<file path="src/rtl/pcs_tb_pkg.sv">
// +-----------------------------------------------------------------------+
// | pcs_tb_pkg : shared encodings for the lane skew injector               |
// | Rev 1.0                                                                |
// +-----------------------------------------------------------------------+
`default_nettype none

package pcs_tb_pkg;

    localparam logic [1:0] MODE_BYPASS = 2'b00;
    localparam logic [1:0] MODE_WORD   = 2'b01;
    localparam logic [1:0] MODE_BIT    = 2'b10;

    typedef enum logic [1:0] {
        ST_IDLE = 2'd0,
        ST_FILL = 2'd1,
        ST_RUN  = 2'd2
    } state_t;

    // Galois form of x^16+x^14+x^13+x^11+1
    localparam logic [15:0] LFSR_SEED = 16'hACE1;
    localparam logic [15:0] LFSR_POLY = 16'hB400;

    function automatic logic [15:0] lfsr_next(input logic [15:0] s);
        lfsr_next = s[0] ? ((s >> 1) ^ LFSR_POLY) : (s >> 1);
    endfunction

endpackage

`default_nettype wire

</file>
<file path="src/rtl/skew_ram.sv">
// +-----------------------------------------------------------------------+
// | skew_ram : DEPTH x DW buffer, one write and one registered read/cycle  |
// | Rev 1.0                                                                |
// +-----------------------------------------------------------------------+
`default_nettype none

module skew_ram #(
    parameter int DW    = 32,
    parameter int DEPTH = 16,
    localparam int AW   = $clog2(DEPTH)
) (
    input  logic          clk,
    input  logic [AW-1:0] wr_addr,
    input  logic [DW-1:0] wr_data,
    input  logic [AW-1:0] rd_addr,
    output logic [DW-1:0] rd_data
);

    logic [DW-1:0] mem [DEPTH];

    // Contents are deliberately not reset; readers gate stale words with valid.
    always_ff @(posedge clk) begin
        mem[wr_addr] <= wr_data;
        rd_data      <= mem[rd_addr];
    end

endmodule

`default_nettype wire

</file>
<file path="src/rtl/lane_skew_injector.sv">
// +-----------------------------------------------------------------------+
// | lane_skew_injector : word/bit skew insertion with optional bit errors  |
// | Optional error injection built only when LANE_SKEW_ERR_EN is defined.  |
// | Rev 1.0                                                                |
// +-----------------------------------------------------------------------+
`default_nettype none

module lane_skew_injector
    import pcs_tb_pkg::*;
#(
    parameter int         DW             = 32,
    parameter int         DEPTH          = 16,
    parameter logic [1:0] INIT_MODE      = 2'd0,
    parameter int         INIT_WORD_SKEW = 0,
    parameter int         INIT_BIT_SKEW  = 0,
    parameter int         ERR_PERIOD     = 4096,
    localparam int        AW             = $clog2(DEPTH),
    localparam int        BW             = $clog2(DW)
) (
    input  logic          clk,
    input  logic          rst,
    input  logic [DW-1:0] din,
    input  logic [1:0]    cfg_mode,
    input  logic [AW-1:0] cfg_word_skew,
    input  logic [BW-1:0] cfg_bit_skew,
    input  logic          cfg_load,
    input  logic          err_inj_en,
    output logic [DW-1:0] dout,
    output logic          dout_vld,
    output logic [AW-1:0] cur_word_skew,
    output logic [BW-1:0] cur_bit_skew,
    output logic [15:0]   err_cnt
);

    localparam int INIT_WS = (INIT_WORD_SKEW > DEPTH - 2) ? DEPTH - 2 : INIT_WORD_SKEW;

    state_t        state, state_nxt;
    logic [1:0]    mode_q;
    logic [AW-1:0] wskew_q;
    logic [BW-1:0] bskew_q;
    logic [AW-1:0] wr_ptr, rd_ptr;
    logic [AW:0]   fill_cnt;
    logic [AW:0]   last_fill;
    logic [DW-1:0] rdata, hold, shifted, data_sel, err_mask;
    logic          start_fill, load_ok;
    logic [AW-1:0] cfg_ws_clamped, ws_next;

    assign load_ok        = cfg_load && (state != ST_IDLE);
    assign cfg_ws_clamped = (cfg_word_skew == AW'(DEPTH - 1)) ? AW'(DEPTH - 2) : cfg_word_skew;
    assign ws_next        = load_ok ? cfg_ws_clamped : wskew_q;

    // FILL lasts latency L cycles; last_fill is L-1.
    always_comb begin
        last_fill = '0;
        case (mode_q)
            MODE_WORD: last_fill = {1'b0, wskew_q} + (AW+1)'(1);
            MODE_BIT:  last_fill = {1'b0, wskew_q} + (AW+1)'(2);
            default:   last_fill = '0;
        endcase
    end

    always_comb begin
        state_nxt  = state;
        start_fill = 1'b0;
        case (state)
            ST_IDLE: begin
                state_nxt  = ST_FILL;
                start_fill = 1'b1;
            end
            ST_FILL: begin
                if (cfg_load) begin
                    start_fill = 1'b1;
                end else if (fill_cnt == last_fill) begin
                    state_nxt = ST_RUN;
                end
            end
            ST_RUN: begin
                if (cfg_load) begin
                    state_nxt  = ST_FILL;
                    start_fill = 1'b1;
                end
            end
            default: state_nxt = ST_IDLE;
        endcase
    end

    always_ff @(posedge clk or posedge rst) begin
        if (rst) begin
            state    <= ST_IDLE;
            mode_q   <= INIT_MODE;
            wskew_q  <= AW'(INIT_WS);
            bskew_q  <= BW'(INIT_BIT_SKEW);
            wr_ptr   <= '0;
            rd_ptr   <= '0;
            fill_cnt <= '0;
            hold     <= '0;
        end else begin
            state <= state_nxt;
            if (load_ok) begin
                mode_q  <= cfg_mode;
                wskew_q <= cfg_ws_clamped;
                bskew_q <= cfg_bit_skew;
            end
            // Write leads read by W+1 so a word emerges W+2 cycles after entry.
            if (start_fill) begin
                wr_ptr   <= ws_next + AW'(1);
                rd_ptr   <= '0;
                fill_cnt <= '0;
            end else begin
                wr_ptr   <= wr_ptr + AW'(1);
                rd_ptr   <= rd_ptr + AW'(1);
                if (state == ST_FILL) begin
                    fill_cnt <= fill_cnt + (AW+1)'(1);
                end
            end
            hold <= (mode_q == MODE_WORD || mode_q == MODE_BIT) ? rdata : din;
        end
    end

    skew_ram #(
        .DW    (DW),
        .DEPTH (DEPTH)
    ) u_ram (
        .clk     (clk),
        .wr_addr (wr_ptr),
        .wr_data (din),
        .rd_addr (rd_ptr),
        .rd_data (rdata)
    );

    // {cur, prev} >> B yields {cur[B-1:0], prev[DW-1:B]}.
    assign shifted = DW'({rdata, hold} >> bskew_q);

    always_comb begin
        data_sel = hold;
        case (mode_q)
            MODE_WORD: data_sel = rdata;
            MODE_BIT:  data_sel = shifted;
            default:   data_sel = hold;
        endcase
    end

`ifdef LANE_SKEW_ERR_EN
    localparam int PW = ($clog2(ERR_PERIOD) < 1) ? 1 : $clog2(ERR_PERIOD);

    logic [PW-1:0] per_cnt;
    logic [15:0]   lfsr;
    logic [15:0]   err_cnt_q;
    logic          inj;

    assign inj = (state == ST_RUN) && err_inj_en && (per_cnt == PW'(ERR_PERIOD - 1));

    always_ff @(posedge clk or posedge rst) begin
        if (rst) begin
            per_cnt   <= '0;
            lfsr      <= LFSR_SEED;
            err_cnt_q <= '0;
        end else begin
            if ((state == ST_RUN) && err_inj_en) begin
                per_cnt <= inj ? '0 : per_cnt + PW'(1);
            end
            if (inj) begin
                lfsr <= lfsr_next(lfsr);
                if (err_cnt_q != 16'hFFFF) begin
                    err_cnt_q <= err_cnt_q + 16'd1;
                end
            end
        end
    end

    assign err_mask = inj ? (DW'(1) << (lfsr % 16'(DW))) : '0;
    assign err_cnt  = err_cnt_q;
`else
    logic unused_err_inj;
    assign unused_err_inj = err_inj_en ^ (ERR_PERIOD == 0);
    assign err_mask       = '0;
    assign err_cnt        = 16'd0;
`endif

    assign dout          = (state == ST_RUN) ? (data_sel ^ err_mask) : '0;
    assign dout_vld      = (state == ST_RUN);
    assign cur_word_skew = wskew_q;
    assign cur_bit_skew  = bskew_q;

endmodule

`default_nettype wire
</file>
<file path="config.mk">
export PLATFORM = sky130hd
export DESIGN_NAME = lane_skew_injector
export DESIGN_NICKNAME = d
export VERILOG_FILES = /design/src/rtl/pcs_tb_pkg.sv /design/src/rtl/skew_ram.sv /design/src/rtl/lane_skew_injector.sv
export SDC_FILE = /design/constraint.sdc
export NUM_CORES = 1
export LEC_CHECK = 0
export BUFFER_PORTS_ARGS = -buffer_cell sky130_fd_sc_hd__buf_2
export CELL_PAD_IN_SITES_DETAIL_PLACEMENT = 0
export CELL_PAD_IN_SITES_GLOBAL_PLACEMENT = 1
export CORE_MARGIN = 10
export CORE_UTILIZATION = 40
export CTS_BUF_LIST = sky130_fd_sc_hd__clkbuf_8 sky130_fd_sc_hd__clkbuf_16
export DETAILED_ROUTE_END_ITERATION = 8
export GPL_TIMING_DRIVEN = 0
export MAX_ROUTING_LAYER = met4
export PLACE_DENSITY_LB_ADDON = 0.1
export SETUP_SLACK_MARGIN = 0.4
export SKIP_LAST_GASP = 1
export SYNTH_ARGS = -nofsm -noshare
export SYNTH_HDL_FRONTEND = slang
export SYNTH_SLANG_ARGS = --single-unit
</file>
<file path="constraint.sdc">
create_clock -name clk -period 5.22 [get_ports clk]
set_input_delay 1.044 -clock clk [delete_from_list [all_inputs] [get_ports clk]]
set_output_delay 1.044 -clock clk [all_outputs]
set_load 0.02 [all_outputs]
</file>
# Word level (Yosys, flattened, before mapping)
# Memories as Yosys holds them, arrays and structs flattened. A register that Yosys moved wholly into a read port is not among the register bits.
# Index checks and enable logic that the tools add are counted.
# Widths: inputs -> output; s select.
[totals]
mem_count = 1
word_cells = 48
register_bits = 58
ramBits = 512
[classes]
mux = 16
n_reduce_logical = 7
eq_ne = 9
shifts = 1
n_addsub = 6
[memory_table]
columns = ["name", "depth", "width", "rd", "rd_ports_with_merged_regs", "write_ports", "line_no", "rtl"]
rows = [
  ["u_ram.mem", 16, 32, 1, 1, 1, "skew_ram.sv:19", "logic [DW-1:0] mem [DEPTH];"],
]
[ops]
columns = ["cell", "n"]
rows = [
  ["$mux 32", 2],
  ["$pmux 32 s2", 1],
  ["$shr 64x5->32", 1],
  ["$mux 4", 4],
  ["$add 4x1->4 const B", 3],
  ["$mux 5", 2],
  ["$pmux 5 s2", 1],
  ["$mux 2", 3],
  ["$ne 2x2->1 const B", 3],
  ["$pmux 2 s3", 1],
  ["$add 4x1->5 const B", 1],
  ["$add 4x2->5 const B", 1],
  ["$add 5x1->5 const B", 1],
  ["$eq 5x5->1", 1],
  ["$eq 2x1->1 const B", 2],
  ["$eq 2x2->1 const B", 2],
  ["$eq 4x4->1 const B", 1],
  ["$reduce_bool 2->1", 2],
  ["$reduce_and 3->1", 1],
  ["$logic_not 2->1", 1],
  ["$pmux 1 s2", 1],
  ["$reduce_or 2->1", 1],
  ["$logic_and 1x1->1", 1],
  ["$logic_or 1x1->1", 1],
  ["$mux 1", 1],
]

# Depth between registers and ports, before layout
[logic_depth]
word_depth = 6
ltp_mapped = 10

# Cells and area by module
# Synthesis repeated with hierarchy kept, for this count alone.
[unflattened]
cells_unflattened = 1668
hier_area_um2 = 26585.5
[by_module_without_submodules]
columns = ["mod", "n_inst", "area_per_inst_um2", "cells_each"]
rows = [
  ["skew_ram", 1, 19829.0, 837],
  ["lane_skew_injector", 1, 6756.5, 831],
]

# Least setup slack after synthesis
# Ideal clock, no wire load.
[synth_timing]
path_type = "register to register"
startpoint = "register wr_ptr[0]"
endpoint = "memory u_ram.mem[0][0], enable pin"
arrival_ns = 3.613
slack_ns = 1.106
stages_incl_launch_ff = 2
synth_period_minus_slack_ns = 4.114
path_buffers = 0
path_cell_list = "dfrtp_1 nor4_1"
[synth_lines]
columns = ["element", "line_no", "rtl"]
rows = [
  ["start, declared", "lane_skew_injector.sv:41", "logic [AW-1:0] wr_ptr, rd_ptr;"],
  ["start signal, assigned", "lane_skew_injector.sv:106", "wr_ptr <= ws_next + AW'(1);"],
  ["start signal, assigned", "lane_skew_injector.sv:110", "wr_ptr <= wr_ptr + AW'(1);"],
  ["end, declared", "skew_ram.sv:19", ""],
]
# Straight into the memory's write port.

# Final worst setup path
[layout_timing]
startpoint = "register mode_q[0]"
endpoint = "output port dout[17]"
[layout_between]
elab_chain_len = 3
word_cells_on_any_way = 4
cone_classes = "eq/ne: 2; mux: 2"
[layout_rtl]
columns = ["element", "line_no", "rtl"]
rows = [
  ["start, declared", "lane_skew_injector.sv:38", "logic [1:0] mode_q;"],
  ["start signal, assigned", "lane_skew_injector.sv:100", "mode_q <= cfg_mode;"],
  ["$eq 2x2->1 or $eq 2x1->1 (tied branches)", "lane_skew_injector.sv:136", "case (mode_q)"],
  ["$pmux 32 s2 (*)", "lane_skew_injector.sv:136", ""],
  ["$mux 32 (*)", "lane_skew_injector.sv:180", "assign dout = (state == ST_RUN) ? (data_sel ^ err_mask) : '0;"],
  ["end, declared", "lane_skew_injector.sv:28", "output logic [DW-1:0] dout,"],
]
# Every way passes the cells marked *; elsewhere a longest branch is shown, timed or not.

==> out/results.tsv <==
stage	metric	value	unit
clock_tree	clock latency on the worst-skew pair	0.61	ns
grt	largest net degree at the start of global routing	40	
timing	Hold Fails Final Rpt	0	
synth	Yosys cell types	54	
synth	synthesized area	27000	µm²
timing	# setup viols final	0	
floorplan	die span in x	280	µm
setup_path	r2r startpoint	rd_ptr[1]$_DFF_PP0_	
detailed_routing	WL met2	42.2	mm
place	PortBufs	87	
synth	Post-synth top flop	edfxtp_1	
timing	final setup margin	0.611	ns
grt	GR Overflow Total	0	
clock_tree	H-tree lvl count	3	
clock_tree	CTS tree	done	
cells_and_area	post-route insts no fill	2974	
timing	Worst slew margin	0.268	
setup_path	critical path arrival	3.57	ns
run	max-cap viol count	0	
detailed_routing	Pre-antenna DRT Iters	5	
detailed_routing	antenna-violating nets left	0	
clock_tree	postcts setup bufs	0	
synth	Mean Syn Cell Area	14.7	µm²
detailed_routing	wl on met1	38.2	mm
synth	yosys warns	0	
clock_tree	CTS sink cnt	602	
detailed_routing	drt drc	0	
timing	Worst-Margin Slew	1.10	ns
cells_and_area	Nets	2107	
detailed_routing	Total Wirelength	88.1	mm
power_and_ir_drop	VDD IR max	0.293	mV
synth	Seq/Total Area, Yosys	0.647	
synth	Async SR Flop Fraction	0.0963	
timing	RSZ-0062 raised after global routing	no	
clock_tree	Max Root-Sink Buffers	3	
power_and_ir_drop	Power Density	667	nW/µm²
cells_and_area	area taken by flip-flops and latches	17500	µm²
floorplan	die area	78300	µm²
grt	vias in the first global route	17241	
setup_path	Crit. End Element	output pin	
timing	Final Skew	0.0322	ns
timing	max-slew violation count	0	
place	final RePlAce weighted congestion	1.04	
grt	gr usage total	0.231	
place	Place WS	1.24	ns
floorplan	number of I/O pins	105	
place	DP Cell Count	2852	
timing	Final Critical Period	4.61	ns
grt	first-pass GRT wire length	127	mm
setup_path	Worst Setup SP	mode_q[0]$_DFFE_PP0P_	
detailed_routing	vias per inst	5.73	
cells_and_area	filler instances	5924	
power_and_ir_drop	Lkg Pwr	11.3	nW
synth	Synth top area share	0.569	
synth	area leader, netlist	edfxtp_1	
cells_and_area	share of cells above drive strength 1	0.235	
floorplan	initial cell density of the core	0.403	
setup_path	startpoint types	flop	
detailed_routing	DR iter-0 viols	1440	
floorplan	row count	95	
detailed_routing	vias	17033	
floorplan	CORE AREA	67000	µm²
synth	Yosys reg bits	602	
timing	crit share post-route	0.883	
place	hpwl dp	65.6	mm
clock_tree	CTS Hold Buffers Added	0	
synth	EDFF count, synth	512	
clock_tree	post-CTS sizing	0	
setup_path	crit path kind	reg -> out	
detailed_routing	routed wl met3	4.80	mm
timing	hold slack	0.452	ns
timing	Max Freq	217	MHz
cells_and_area	area grow syn2layout	16.2	%
detailed_routing	Max Used Layer	met4	
grt	initial antenna violation count	3	
synth	synth top area cells	edfxtp_1 57%, mux2i_1 7.5%, mux4_2 6.5%	
cells_and_area	area of the multi-input gates	8930	µm²
floorplan	chip height	280	µm
clock_tree	Num CTS Buffers	67	
clock_tree	root buffer cell	clkbuf_16	
setup_path	worst path required time	4.18	ns
hold_path	Min-Delay Path Class	in -> async	
clock_tree	Clock transition at path regs	0.06	ns
setup_path	Max Fanout on Critical Path	10	
synth	Synth Instances	1836	
detailed_routing	DR WL/cell	29.6	µm
outcome	outcome	finished clean	
-- worst paths after layout --
| kind | end | slack, ns | depth (start not counted) |
|---|---|---|---|
| hold reg to reg | hold[31]$_DFF_PP0_ | 0.49 | 1 |
| max in group asynchronous | hold[22]$_DFF_PP0_ | 4.17 | 3 |
| setup reg to reg | u_ram.rd_data[27]$_DFF_P_ | 2.42 | 5 |
| setup / recovery | dout[17] | 0.61 | 9 |
| hold / removal | cur_word_skew[0]$_DFF_PP0_ | 0.45 | 2 |
| min in group clk | hold[31]$_DFF_PP0_ | 0.49 | 1 |
-- state kept, by name (all words and copies together) (netlist names) --
| register | count |
|---|---|
| u_ram.mem | 512 |
| cur_bit_skew | 5 |
| u_ram.rd_data | 32 |
| wr_ptr | 4 |
| hold | 32 |
| fill_cnt | 5 |
| rd_ptr | 4 |
| cur_word_skew | 4 |
| state | 2 |
| mode_q | 2 |
-- cell usage in the layout, fill, tap and decap left out, types with 22 or more instances in the layout --
cell type	synthesis	layout
o21ai_0	137	137
clkbuf_16	0	71
dfxtp_1	32	32
edfxtp_1	512	512
mux2i_1	201	201
mux2_2	92	92
buf_2	38	125
nand3_1	22	22
buf_6	2	22
dfrtp_1	58	58
mux4_2	78	78
buf_4	31	39
nand2_1	220	220
nor2_1	40	31
clkbuf_1	53	53
a221oi_1	32	32
inv_1	8	22
a22oi_1	50	50
o211ai_1	23	23
a21oi_1	84	84
-- cell usage after synthesis, drive strengths merged (8+ instances only) --
library cell	count
edfxtp	512
nand2	220
dfrtp	58
a21oi	84
nand3	22
a22o	14
dfxtp	32
nor3	8
mux4	84
o211ai	23
nor2	40
mux2i	201
xor2	9
clkbuf	54
a221oi	32
mux2	94
a22oi	50
inv	9
o21ai	148
ha	12
buf	87
-- worst max-delay path: stages (launching register included) --
cell      delay [ns]
dfrtp_1         0.35
inv_1           0.06
ha_1            0.29
and2b_1         0.30
nand3b_1        0.44
nor2_1          0.70
buf_2           0.34
a22oi_1         0.12
o211ai_1        0.14
buf_2           0.21
-- kinds of logic (layout without fill, tap and decap cells) --
group	Yosys count	in the layout	share of synthesized area
AO/OA/AOI/OAI	367	367	0.0830
XOR/XNOR	13	13	0.00422
adder cells (fa/ha/maj)	12	12	0.00556
buffers and inverters	151	400	0.0284
flip-flops	602	602	0.647
multiplexers	379	379	0.185
other	1	17	0.000139
AND/OR/NAND/NOR	311	311	0.0469
-- metal layers --
| metal | track usage | vias to the layer above |
|---|---|---|
| met3 | 0.0337 | 145 |
| met1 | 0.300 | 8773 |
| li1 | - | 7524 |
| met5 | - | - |
| met4 | 0.0797 | 0 |
| met2 | 0.367 | 591 |
-- per-stage QoR --
stage                     area, µm²  power [mW]   util  TNS [ns]
after global placement        28600        16.2  0.426   -336.95
after CTS                     31400        21.0  0.468         0
after detailed placement      29200        16.4  0.436         0
final                         31400        20.9  0.468         0
after global routing          31400        21.9  0.468         0
after floorplan               27100        12.5      -         0
-- report_power, final --
group	internal [mW]	leakage (nW)	switching, mW	total (mW)
logic	3.27	4.54	5.86	9.13
clock network	2.65	1.12	1.89	4.54
registers	6.37	5.62	0.882	7.26
-- area by class of cell --
type / instances / area share
Sequential cell: 602 / 0.557
Multi-Input combinational cell: 1098 / 0.284
Clock buffer: 77 / 0.0592
Tap cell: 873 / 0.0348
Timing Repair Buffer: 128 / 0.0310
Buffer: 141 / 0.0232
Clock inverter: 44 / 0.00945
Inverter: 10 / 0.00120
Antenna cell: 1 / 0.0000797
Power figures use the tool's default switching activity.
